`config.mk`:
```
export PLATFORM = sky130hd
export DESIGN_NAME = matrix_scan_ctrl
export DESIGN_NICKNAME = d
export VERILOG_FILES = /design/src/rtl/matrix_scan_ctrl.sv
export SDC_FILE = /design/constraint.sdc
export NUM_CORES = 1
export LEC_CHECK = 0
export CAP_MARGIN = 10
export CORE_ASPECT_RATIO = 1.1
export CORE_MARGIN = 1.5
export CORE_UTILIZATION = 44
export CTS_BUF_LIST = sky130_fd_sc_hd__clkbuf_8 sky130_fd_sc_hd__clkbuf_16
export DETAILED_ROUTE_END_ITERATION = 16
export PLACE_DENSITY = 0.73
export SLEW_MARGIN = 20
export SYNTH_ARGS = -nofsm -noshare
export SYNTH_HDL_FRONTEND = slang
export SYNTH_SLANG_ARGS = --single-unit
```
`constraint.sdc`:
```
create_clock -name updateClk -period 2.74 [get_ports updateClk]
set_clock_uncertainty 0.15 [all_clocks]
set_input_delay 0.274 -clock updateClk [delete_from_list [all_inputs] [get_ports updateClk]]
set_output_delay 0.274 -clock updateClk [all_outputs]
set_load 0.02 [all_outputs]
```
`src/rtl/matrix_scan_ctrl.sv`:
```
// matrix_scan_ctrl: row-scan refresh controller for an 8x8 LED matrix with frame buffer, blanking, blink and clear
// Ports: updateClk clock, resetN async active-low reset,
//   writeStrobe/rowIndex/val frame-buffer row write, clearReq zero the buffer, blinkEn whole-frame blink,
//   busy high while clearing, clearDone pulse at end of a requested clear,
//   rowSel one-hot row enable, colData column pattern, frameTick pulse at end of row 7 dwell.
module matrix_scan_ctrl #(
  parameter int SCAN_DIV  = 1000,
  parameter int BLANK_CYC = 4,
  parameter int BLINK_DIV = 16
) (
  input  logic       updateClk,
  input  logic       resetN,
  input  logic       writeStrobe,
  input  logic [2:0] rowIndex,
  input  logic [7:0] val,
  input  logic       clearReq,
  input  logic       blinkEn,
  output logic       busy,
  output logic       clearDone,
  output logic [7:0] rowSel,
  output logic [7:0] colData,
  output logic       frameTick
);
  localparam int CW = $clog2(SCAN_DIV > BLANK_CYC ? SCAN_DIV : BLANK_CYC) + 1;
  localparam int FW = $clog2(BLINK_DIV) + 1;
  typedef enum logic [1:0] {CLEAR = 2'd0, BLANK = 2'd1, DRIVE = 2'd2} state_t;
  state_t        state;
  logic [7:0]    fb [8];
  logic [2:0]    clr_idx, scan_row;
  logic [CW-1:0] cnt;
  logic [FW-1:0] frame_cnt;
  logic          phase_on, via_req;
  logic          blank_end, drive_end, frame_end;
  assign blank_end = cnt == CW'(BLANK_CYC - 1);
  assign drive_end = cnt == CW'(SCAN_DIV - 1);
  // a clear request wins over the end of the last dwell, so no tick is produced then
  assign frame_end = state == DRIVE && drive_end && scan_row == 3'd7 && !clearReq;
  always_ff @(posedge updateClk or negedge resetN) begin
    if (!resetN) begin
      state     <= CLEAR;
      fb        <= '{default: '0};
      clr_idx   <= '0;
      scan_row  <= '0;
      cnt       <= '0;
      via_req   <= 1'b0;
      busy      <= 1'b1;
      clearDone <= 1'b0;
      rowSel    <= '0;
      colData   <= '0;
      frameTick <= 1'b0;
    end else begin
      clearDone <= 1'b0;
      frameTick <= 1'b0;
      // writes land even alongside a clear request; the clear then erases them
      if (state != CLEAR && writeStrobe) fb[rowIndex] <= val;
      if (state != CLEAR && clearReq) begin
        state   <= CLEAR;
        clr_idx <= '0;
        cnt     <= '0;
        via_req <= 1'b1;
        busy    <= 1'b1;
        rowSel  <= '0;
        colData <= '0;
      end else begin
        case (state)
          CLEAR: begin
            fb[clr_idx] <= '0;
            clr_idx     <= clr_idx + 3'd1;
            if (clr_idx == 3'd7) begin
              state     <= BLANK;
              scan_row  <= '0;
              cnt       <= '0;
              busy      <= 1'b0;
              clearDone <= via_req;
              via_req   <= 1'b0;
            end
          end
          BLANK: begin
            if (blank_end) begin
              state   <= DRIVE;
              cnt     <= '0;
              rowSel  <= 8'(1) << scan_row;
              colData <= phase_on ? fb[scan_row] : 8'd0;
            end else begin
              cnt <= cnt + CW'(1);
            end
          end
          DRIVE: begin
            if (drive_end) begin
              state     <= BLANK;
              cnt       <= '0;
              scan_row  <= scan_row + 3'd1;
              rowSel    <= '0;
              colData   <= '0;
              frameTick <= scan_row == 3'd7;
            end else begin
              cnt <= cnt + CW'(1);
            end
          end
          default: begin
            state   <= CLEAR;
            clr_idx <= '0;
            cnt     <= '0;
            busy    <= 1'b1;
            rowSel  <= '0;
            colData <= '0;
          end
        endcase
      end
    end
  end
  always_ff @(posedge updateClk or negedge resetN) begin
    if (!resetN) begin
      frame_cnt <= '0;
      phase_on  <= 1'b1;
    end else if (!blinkEn) begin
      frame_cnt <= '0;
      phase_on  <= 1'b1;
    end else if (frame_end) begin
      frame_cnt <= frame_cnt == FW'(BLINK_DIV - 1) ? '0 : frame_cnt + FW'(1);
      phase_on  <= frame_cnt == FW'(BLINK_DIV - 1) ? !phase_on : phase_on;
    end
  end
endmodule

```
==> results.md, run 1 <==
- Reg area: 2730 um2
- Die Footprint: 13000 um2
- Status: finished clean
- Mean area per synthesized cell: 11.2 um2
- Net Sw Power: 0.00187 W
- Critical Path, Cell by Cell: inv_1 -> ha_1 -> nor3b_1 -> and3_1 -> mux2i_1 -> nor2_1
- Io pins: 35
- Buf+Inv Stages, Crit Path: 1
- Path class of the lowest-slack min-delay path: input port to asynchronous set/reset pin
- Number of unique standard cell types used by synthesis: 50
- Cell area after placement: 5940 um2
- Gate Count Post-Synth: 481
- EDFF count, synth: 0
- Number of DRC violations after detailed routing: 0
- Initial antenna violation count: 0
- Leakage power: 2.95 nW
- Antenna-violating nets left: 0
- Post-synth net total: 511
- Final net count: 548
- Max-slew violation total from the final report: 0
- Arrival time at the worst endpoint: 2.56 ns
- Area of the core: 12000 um2
- Worst Max-Slew Pin Slew: 0.669 ns
- Clock buffer depth: 2
- Max FO, Critical Path: 14
- Insertion delay to the later sink of the worst-skew pair: 0.36 ns
- Layout filler cell count: 1068
- CTS tree: yes
- Via count normalized by instance count: 5.56
- I/O Buffers: 34
- Max IR drop VDD: 625 uV
- Routability cong.: 0.795
- Root buf cell: sky130_fd_sc_hd__clkbuf_16
- Flip-flop and latch count after synthesis: 109
- Element type at the critical path start: register
- F_max: 400 MHz
- Sequential cell area fraction in the yosys report: 50.5%
- Part of the power in registers: 43.8%
- Data required, critical path: 2.80 ns
- WL final: 11900 um
- Syn-to-layout area delta: 15.5%
- Total of max-cap violations: 0
- Highest metal layer used by the detailed router: met4
- Number of post-CTS setup repair buffers: 0
- Routed length on met2: 6000 um
- # clock sinks: 109
- Maximum number of pins on one net before global-route repair: 47
- Comb power frac: 32.7%
- Final setup viols: 0
- Type of destination of the critical path: register
- Cell at the slowest stage of the critical path: sky130_fd_sc_hd__and3_1
- Number of search-and-repair iterations in the first detailed-routing pass: 4
- Placement Rows: 42
- Share of the clock period used by the worst path: 91.2%
- Chip Height: 119 um
- Via count of the routed design: 3761
- Share of cells above drive strength 1: 11.7%
- Post-route cell area: 6240 um2
- Die width: 109 um
- Wire length per cell after detailed routing: 17.5 um
- Wire length of the first global-routing pass: 20200 um
- Post-synthesis cell area: 5400 um2
- Met1 wire length: 5320 um
- Portion of total power attributed to the clock network: 23.5%
- Count of final hold-check violations: 0
- Clock input transition at the sequential cells of the worst setup and hold paths: 0.07 ns
- Power density of the placed cells: 852 nW/um2
- Setup slack of the worst register-to-register path: 0.24 ns
- Number of buffers added to fix hold violations after cts: 1
- GRT overflow: 0
- Headroom to the max-slew limit: 55.2%
- Number of buffers added by the clock tree synthesis step: 9
- Initial core utilization: 45.1%
- Ys flop type: sky130_fd_sc_hd__dfrtp_1
- Delay of the slowest critical-path stage: 0.58 ns
- Total length of routed met3 wires: 362 um
- H-tree levels: 3
- Via count of the first global-routing pass: 3940
- Type of the worst setup path: register to register
- Minimum clock period: 2.50 ns
- Share of synthesized flip-flops with an asynchronous set or reset: 100%
- RSZ-0062 raised after global routing: false
- Number of gates resized after CTS: 0
- Setup TNS after final layout: 0 ns
- Area taken by multi-input logic gates: 2530 um2
- Global-route usage over all layers: 20.3%
- Sw Share: 35.3%
- Largest delay share family, worst path: simple AND/OR/NAND/NOR gates
- Synth warnings: 0
- Internal power component: 0.00344 W
- Number of DRC violations after detailed-routing iteration 0: 187
- Estimated wirelength of the detail-placed design: 8500 um
- Antenna fix cells: 0
power groups by stage:
stage	registers [W]	clock network (W)	logic, W
6_report	0.00233	0.00125	0.00174
5_1_grt	0.00239	0.00133	0.00194
4_1_cts	0.00233	0.00127	0.00174
3_5_place_dp	0.00236	0	0.00173
3_3_place_gp	0.00232	0	0.00167
2_1_floorplan	0.00231	0	0.00126
stage by stage:
| step | setup slack [ns] | hold WS [ns] | util, % | total power (W) | instances |
|---|---|---|---|---|---|
| global route | 0.0613 | 0.367 | 52.1 | 0.00566 | 677 |
| floorplan | 0.436 | -0.172 | - | 0.00357 | 481 |
| finish | 0.242 | 0.293 | 52.1 | 0.00532 | 677 |
| detailed placement | 0.291 | 0.150 | 49.6 | 0.00409 | 660 |
| global placement | 0.324 | 0.143 | 49.6 | 0.00399 | 660 |
| CTS | 0.263 | 0.316 | 52.1 | 0.00535 | 677 |
synthesized netlist by cell type, drive strengths merged (2+ instances only):
library cell | count | area [um2]
dfrtp | 107 | 2680
nor2 | 87 | 327
mux2i | 72 | 721
o21ai | 32 | 160
nand2 | 25 | 93.8
mux4 | 16 | 370
buf | 14 | 73.8
ha | 14 | 175
nand3 | 14 | 70.1
o31ai | 10 | 93.8
clkbuf | 9 | 33.8
inv | 7 | 26.3
nor3 | 7 | 35.0
or3 | 7 | 60.1
and3 | 5 | 31.3
nand2b | 5 | 31.3
nand3b | 5 | 37.5
a21oi | 4 | 23.8
xnor2 | 4 | 35.0
a21o | 3 | 22.5
and2 | 3 | 18.8
nand4 | 3 | 18.8
nor2b | 3 | 18.8
nor3b | 3 | 22.5
xor2 | 3 | 26.3
a21boi | 2 | 15.0
a22o | 2 | 20.0
dfstp | 2 | 52.6
nand4b | 2 | 17.5
nor4b | 2 | 17.5
registers in the layout, indices dropped and copies added (netlist names):
| register | count |
|---|---|
| busy | 1 |
| clearDone | 1 |
| clr_idx | 3 |
| cnt | 11 |
| colData | 8 |
| fb | 64 |
| frameTick | 1 |
| frame_cnt | 5 |
| phase_on | 1 |
| rowSel | 8 |
| scan_row | 3 |
| state | 2 |
| via_req | 1 |
layer usage:
layer | global-route usage, % | up-vias
met5 | 0 | -
met4 | 5.26 | 0
met3 | 4.32 | 13
met2 | 33.8 | 70
met1 | 26.7 | 1905
li1 | - | 1773
worst reg2reg max path: cells and delay by family, from the launching register on:
family | cells | cell delay, ns
DFF | 1 | 0.38
and+or+nand+nor | 3 | 1.08
muxes | 1 | 0.28
buffers and inverters | 1 | 0.11
adders and majority gates | 1 | 0.38
kinds of logic (layout without fill, tap and decap cells):
logic type,Yosys count,after routing,share of synthesized area [%]
AO/OA/AOI/OAI,59,59,7.09
multiplexers,88,88,20.2
buffers and inverters,31,73,2.64
adder cells (fa/ha/maj),14,14,3.24
XOR/XNOR,7,7,1.13
flip-flops,109,109,50.5
AND/OR/NAND/NOR,173,173,15.2
cell usage in the layout, fill, tap and decap left out, drive strengths merged, types with 3 or more instances in the layout:
master / count
nand2b: 5
a21o: 3
nand2: 25
dfrtp: 107
inv: 10
nor3b: 3
o31ai: 10
nand3b: 5
nor3: 7
and3: 5
nand4: 3
mux4: 16
o21ai: 32
nand3: 14
ha: 14
nor2b: 3
clkbuf: 10
and2: 3
a21oi: 4
clkdlybuf4s50: 33
xnor2: 4
mux2i: 72
buf: 16
or3: 7
xor2: 3
nor2: 87
worst paths after layout:
check                         end  startpoint  cells after the start
setup / recovery           fb[39]    state[0]                      6
hold / removal             cnt[6]      resetN                      2
setup reg to reg           fb[39]    state[0]                      6
hold reg to reg              busy        busy                      2
max in group asynchronous  fb[36]      resetN                      3
min in group updateClk       busy        busy                      2
final cells by class:
type | count | share of cell area [%]
clock buffer | 10 | 3.83
timing repair buffer | 50 | 7.58
inverter | 7 | 0.421
sequential | 109 | 43.8
clock inverter | 6 | 0.762
tap | 154 | 3.09
multi-input combinational | 341 | 40.6
Note: power is estimated with default switching activity, not from simulation.
==> run 2: changes to the inputs <==
--- a/config.mk
+++ b/config.mk
@@ -8,10 +8,10 @@
 export CAP_MARGIN = 10
 export CORE_ASPECT_RATIO = 1.1
 export CORE_MARGIN = 1.5
-export CORE_UTILIZATION = 44
+export CORE_UTILIZATION = 24
 export CTS_BUF_LIST = sky130_fd_sc_hd__clkbuf_8 sky130_fd_sc_hd__clkbuf_16
 export DETAILED_ROUTE_END_ITERATION = 16
-export PLACE_DENSITY = 0.73
+export PLACE_DENSITY = 0.5
 export SLEW_MARGIN = 20
 export SYNTH_ARGS = -nofsm -noshare
 export SYNTH_HDL_FRONTEND = slang
==> results.md, run 2 (synthesis gave the netlist of run 1 again) <==
- Io pins: 35 (unchanged)
- Via count of the routed design: 3790 (+0.77%)
- Crit Reg-Reg Endpoint: rowSel[3]
- Maximum number of pins on one net before global-route repair: 46 (-2.1%)
- Routability cong.: 0.745 (-6.3%)
- Worst Max-Slew Pin Slew: 0.596 ns (-0.0733 ns)
- Antenna fix cells: 0 (unchanged)
- Max-slew violation total from the final report: 0 (unchanged)
- Largest registers: fb (64), cnt (11)
- Global-route usage over all layers: 12.2% (-8.1 points)
- Estimated wirelength of the detail-placed design: 9710 um (+14%)
- GRT overflow: 0 (unchanged)
- Area taken by multi-input logic gates: 2530 um2 (unchanged)
- Initial core utilization: 24.4% (-21 points)
- Status: finished clean
- Largest reg by FF count: fb
- Antenna-violating nets left: 0 (unchanged)
- Power density of the placed cells: 842 nW/um2 (-1.2%)
- Area of the core: 22100 um2 (+85%)
- F_max: 404 MHz (+0.90%)
- Placement Setup Slack: 0.264 ns (-0.0274 ns)
- Reg area: 2730 um2 (unchanged)
- Minimum clock period: 2.48 ns (-0.0222 ns)
- Commonest cells after routing, fill and taps aside: sky130_fd_sc_hd__dfrtp_1, sky130_fd_sc_hd__nor2_1, sky130_fd_sc_hd__mux2i_1
- Placement Rows: 57 (+36%)
- Clock buffer depth: 2 (unchanged)
- Final net count: 558 (+1.8%)
- Syn-to-layout area delta: 20.4%
- Most common cell after layout, fill and taps aside: sky130_fd_sc_hd__dfrtp_1
- Final setup viols: 0 (unchanged)
- Number of placed instances with taps included: 811 (+23%)
- Via count of the first global-routing pass: 3870 (-1.8%)
- # clock sinks: 109 (unchanged)
- Cells on worst reg2reg path: 6 (unchanged)
- Max FO, Critical Path: 16 (+2)
- Number of gates resized after CTS: 0 (unchanged)
- Die Footprint: 23400 um2 (+81%)
- Via count normalized by instance count: 4.58 (-18%)
- Worst-case setup margin in the final layout: 0.264 ns (+0.0222 ns)
- Insertion delay to the later sink of the worst-skew pair: 0.35 ns (about the same)
- Max IR drop VDD: 292 uV (-53%)
- Number of DRC violations after detailed routing: 0 (unchanged)
- Setup slack of the worst register-to-register path: 0.26 ns (+0.02 ns)
- Wire length of the first global-routing pass: 21700 um (+7.8%)
- CTS tree: yes
- Root buf cell: sky130_fd_sc_hd__clkbuf_16
- RSZ-0062 raised after global routing: false
- Filler-free cell count of the finished design: 828 (+22%)
- Die width: 146 um (+34%)
- Initial antenna violation count: 0 (unchanged)
- Headroom to the max-slew limit: 60.2% (+5.0 points)
- Type of the worst setup path: register to register
- Data required, critical path: 2.83 ns (+0.03 ns)
- Number of DRC violations after detailed-routing iteration 0: 241 (+29%)
- Total of max-cap violations: 0 (unchanged)
- Clock input transition at the sequential cells of the worst setup and hold paths: 0.07 ns (about the same)
- Final core occ: 29.4% (-23 points)
- Number of flip-flops in the largest register: 64 (unchanged)
- I/O Buffers: 34 (unchanged)
- Type of destination of the critical path: register
- Reg2Reg Launch Point: cnt[0]
- WL final: 13700 um (+16%)
- Leakage power: 3.01 nW (+2.1%)
- Layout filler cell count: 2329 (+120%)
- H-tree levels: 3 (unchanged)
- Path class of the lowest-slack min-delay path: input port to asynchronous set/reset pin
- Share of cells above drive strength 1: 13.5% (+1.8 points)
- Share of the clock period used by the worst path: 90.4% (-0.81 points)
- Setup TNS after final layout: 0 ns (unchanged)
- Number of search-and-repair iterations in the first detailed-routing pass: 6 (+2)
- Arrival time at the worst endpoint: 2.57 ns (about the same)
- Element type at the critical path start: register
- Wire length per cell after detailed routing: 16.6 um (-5.2%)
- Final hold slack: 0.296 ns (+0.00336 ns)
- Number of buffers added by the clock tree synthesis step: 9 (unchanged)
- Count of final hold-check violations: 0 (unchanged)
- Chip Height: 160 um (+35%)
[run 2: cell types whose count changed in the layout (fill, tap and decap cells not counted), sizes merged]
cell,change
buf,+10
clkinv,+4
clkinvlp,-2
clkbuf,-1
inv,-2
bufinv,+1
[run 2: worst max-delay path: stages (launching register included)]
cell                      delay [ns]
sky130_fd_sc_hd__dfrtp_1        0.39
sky130_fd_sc_hd__ha_1           0.21
sky130_fd_sc_hd__or4b_4         0.48
sky130_fd_sc_hd__o31ai_4        0.26
sky130_fd_sc_hd__a21oi_2        0.09
sky130_fd_sc_hd__or2_1          0.43
sky130_fd_sc_hd__a22o_2         0.34
[run 2: layout make-up]
cell class | count | area share [%]
multi-input combinational | 341 | 38.9
clock inverter | 7 | 1.15
timing repair buffer | 60 | 8.43
tap | 295 | 5.68
inverter | 7 | 0.404
clock buffer | 9 | 3.46
sequential | 109 | 42.0
[run 2: layer usage]
| metal | part of all wire, % | up-vias | track usage (%) |
|---|---|---|---|
| met4 | 1.6 | 0 | 3.72 |
| met1 | 44 | 1931 | 15.1 |
| li1 | - | 1786 | - |
| met3 | 3.3 | 13 | 2.39 |
| met2 | 51 | 60 | 21.4 |
| met5 | 0 | - | 0 |
[run 2: through the flow]
step | cell area [um2] | power [W]
2_1_floorplan | 5400 | 0.00357
3_3_place_gp | 6190 | 0.00412
3_5_place_dp | 6190 | 0.00420
4_1_cts | 6500 | 0.00554
5_1_grt | 6500 | 0.00585
6_report | 6500 | 0.00548
[run 2: worst max-delay path by stage]
stage / cells after the start / startpoint / endpoint / slack [ns]
floorplan: 8 / cnt[0] / colData[3] / 0.44
global placement: 6 / cnt[0] / rowSel[3] / 0.31
detailed placement: 6 / cnt[0] / colData[2] / 0.26
CTS: 6 / cnt[0] / rowSel[3] / 0.26
global route: 6 / cnt[0] / colData[2] / 0.13
finish: 6 / cnt[0] / rowSel[3] / 0.26
[run 2: repair_timing]
action                                  in CTS  in global routing
hold endpoints to repair                    37                  0
hold buffers                                 1                  0
endpoints found under the setup margin       0                  0
buffers inserted                             0                  0
[run 2: where the power goes]
| group | total [W] | switching [W] | internal, W |
|---|---|---|---|
| logic | 0.00181 | 0.00105 | 0.000765 |
| clock network | 0.00132 | 0.000605 | 0.000714 |
| registers | 0.00234 | 0.000276 | 0.00207 |
==> run 3: changes to the inputs <==
==> constraint.sdc (replaced) <==
create_clock -name updateClk -period 2.74 [get_ports updateClk]
set_clock_uncertainty 0.15 [all_clocks]
set_input_delay 0.548 -clock updateClk [delete_from_list [all_inputs] [get_ports updateClk]]
set_output_delay 0.548 -clock updateClk [all_outputs]
set_load 0.02 [all_outputs]
==> results.md, run 3 (synthesis gave the netlist of run 1 again) <==
- Cell at the slowest stage of the critical path: sky130_fd_sc_hd__or4b_4
- Wire length of the first global-routing pass: 21900 um (+0.73%)
- Power density of the placed cells: 839 nW/um2 (-0.41%)
- Reg2Reg Launch Point: cnt[0]
- F_max: 401 MHz (-0.81%)
- Worst Max-Slew Pin Slew: 0.682 ns (+0.0864 ns)
- Type of the worst setup path: register to register
- Largest registers: fb (64), cnt (11)
- Most common cell after layout, fill and taps aside: sky130_fd_sc_hd__dfrtp_1
- Type of destination of the critical path: register
- Number of DRC violations after detailed routing: 0 (unchanged)
- CTS tree: yes
- Die Footprint: 23400 um2 (unchanged)
- Via count of the routed design: 3744 (-1.2%)
- # clock sinks: 109 (unchanged)
- Number of gates resized after CTS: 0 (unchanged)
- Data required, critical path: 2.83 ns (about the same)
- Element type at the critical path start: register
- I/O Buffers: 34 (unchanged)
- Count of final hold-check violations: 0 (unchanged)
- Largest delay share family, worst path: simple AND/OR/NAND/NOR gates
- Critical Path, Cell by Cell: ha_1 -> or4b_4 -> o31ai_4 -> a21oi_2 -> or2_1 -> a22o_2
- Depth of the critical timing path with buffers and inverters included: 6 (unchanged)
- Grt met3 use: 3.01% (+0.62 points)
- Number of search-and-repair iterations in the first detailed-routing pass: 4 (-2)
- Maximum number of pins on one net before global-route repair: 44 (-4.3%)
- Fraction of met2 tracks used by global routing: 21.1% (-0.28 points)
- Headroom to the max-slew limit: 54.4% (-5.8 points)
- Initial core utilization: 24.4% (unchanged)
- Syn-to-layout area delta: 19.6%
- Share of the clock period used by the worst path: 91.1% (+0.74 points)
- Final net count: 555 (-0.54%)
- Reg area: 2730 um2 (unchanged)
- Area taken by multi-input logic gates: 2530 um2 (unchanged)
- Buf+Inv Stages, Crit Path: 0 (unchanged)
- Leakage power: 2.99 nW (-0.62%)
- Root buf cell: sky130_fd_sc_hd__clkbuf_16
- Share of cells above drive strength 1: 12.5% (-1.0 points)
- H-tree levels: 3 (unchanged)
- Sum of internal, switching and leakage power: 0.00542 W (-1.1%)
- Gr busiest metal: met2
- Placement Rows: 57 (unchanged)
- Crit Reg-Reg Endpoint: rowSel[3]
- Total of max-cap violations: 0 (unchanged)
- Setup slack of the worst register-to-register path: 0.24 ns (-0.02 ns)
- Cells on worst reg2reg path: 6 (unchanged)
- Antenna-violating nets left: 0 (unchanged)
- Delay of the slowest critical-path stage: 0.49 ns (about the same)
- Clock input transition at the sequential cells of the worst setup and hold paths: 0.07 ns (about the same)
- Wire length per cell after detailed routing: 15.8 um (-4.7%)
- Setup TNS after final layout: 0 ns (unchanged)
- Final setup viols: 0 (unchanged)
- Area of the core: 22100 um2 (unchanged)
- Max IR drop VDD: 288 uV (-1.2%)
- Clock buffer depth: 2 (unchanged)
- Launch point of the worst path: cnt[0]
- Number of post-CTS setup repair buffers: 0 (unchanged)
- Largest reg by FF count: fb
- Global-route usage over all layers: 11.9% (-0.25 points)
- Insertion delay to the later sink of the worst-skew pair: 0.35 ns (about the same)
- Routability cong.: 0.798 (+7.1%)
- Commonest cells after routing, fill and taps aside: sky130_fd_sc_hd__dfrtp_1, sky130_fd_sc_hd__nor2_1, sky130_fd_sc_hd__mux2i_1
- Antenna fix cells: 0 (unchanged)
- Via count normalized by instance count: 4.55 (-0.61%)
- Met1 track demand over resource: 14.6% (-0.51 points)
- Timing endpoint of the critical path: rowSel[3]
- Io pins: 35 (unchanged)
- Number of buffers added by the clock tree synthesis step: 9 (unchanged)
- Via count of the first global-routing pass: 4020 (+3.9%)
- WL final: 13000 um (-5.3%)
- Max FO, Critical Path: 16 (unchanged)
- Chip Height: 160 um (unchanged)
- Status: finished clean
- Max-slew violation total from the final report: 0 (unchanged)
- Estimated wirelength of the detail-placed design: 9500 um (-2.1%)
- RSZ-0062 raised after global routing: false
- Die width: 146 um (unchanged)
- Arrival time at the worst endpoint: 2.59 ns (+0.02 ns)
- Number of buffers added to fix hold violations after cts: 0 (-1)
- Path class of the lowest-slack min-delay path: input port to asynchronous set/reset pin
- Minimum clock period: 2.50 ns (+0.0202 ns)
- Number of DRC violations after detailed-routing iteration 0: 177 (-27%)
- Number of flip-flops in the largest register: 64 (unchanged)
- Layout filler cell count: 2266 (-2.7%)
- GRT overflow: 0 (unchanged)
- Initial antenna violation count: 0 (unchanged)
-- run 3: per-layer routing --
metal	vias to the layer above	wire length (um)
li1	1780	-
met1	1895	5860
met2	58	6570
met3	11	435
met4	0	154
met5	-	0
-- run 3: cell type report --
class                   instances  share of cell area, %
clock buffers                  10                   3.70
clock inverters                 4                  0.659
inverters                       7                  0.407
multi-input cells             341                   39.2
flip-flops and latches        109                   42.3
well taps                     295                   5.71
repair buffers                 57                   8.10
-- run 3: through the flow --
stage | area (um2) | std cells | worst slack [ns] | hold slack (ns) | util [%]
floorplan | 5400 | 481 | 0.436 | 0.102 | -
global placement | 6180 | 809 | 0.273 | 0.331 | 27.9
detailed placement | 6180 | 809 | 0.241 | 0.346 | 27.9
CTS | 6460 | 823 | 0.213 | 0.0476 | 29.2
global route | 6460 | 823 | 0.0281 | 0.0534 | 29.2
finish | 6460 | 823 | 0.244 | 0.0255 | 29.2
-- run 3: power by group --
group / internal [W] / switching [W] / leakage [nW]
Sequential: 0.00207 / 0.000257 / 1.43
Clock: 0.000716 / 0.000563 / 0.147
Combinational: 0.000757 / 0.00106 / 1.41
Total: 0.00354 / 0.00188 / 2.99
-- run 3: worst min-delay path by stage --
stage          depth (start not counted)            to
4_1_cts                                1       cnt[10]
6_report                               1       via_req
5_1_grt                                1       via_req
3_5_place_dp                           2  frame_cnt[4]
2_1_floorplan                          0     clearDone
3_3_place_gp                           2        cnt[1]
-- run 3: worst reg2reg max path: cells and delay by family (launching register included) --
kind | cells | cell delay, ns
and+or+nand+nor | 2 | 0.92
AOI/OAI and AO/OA | 3 | 0.71
DFF | 1 | 0.39
adders and majority gates | 1 | 0.22
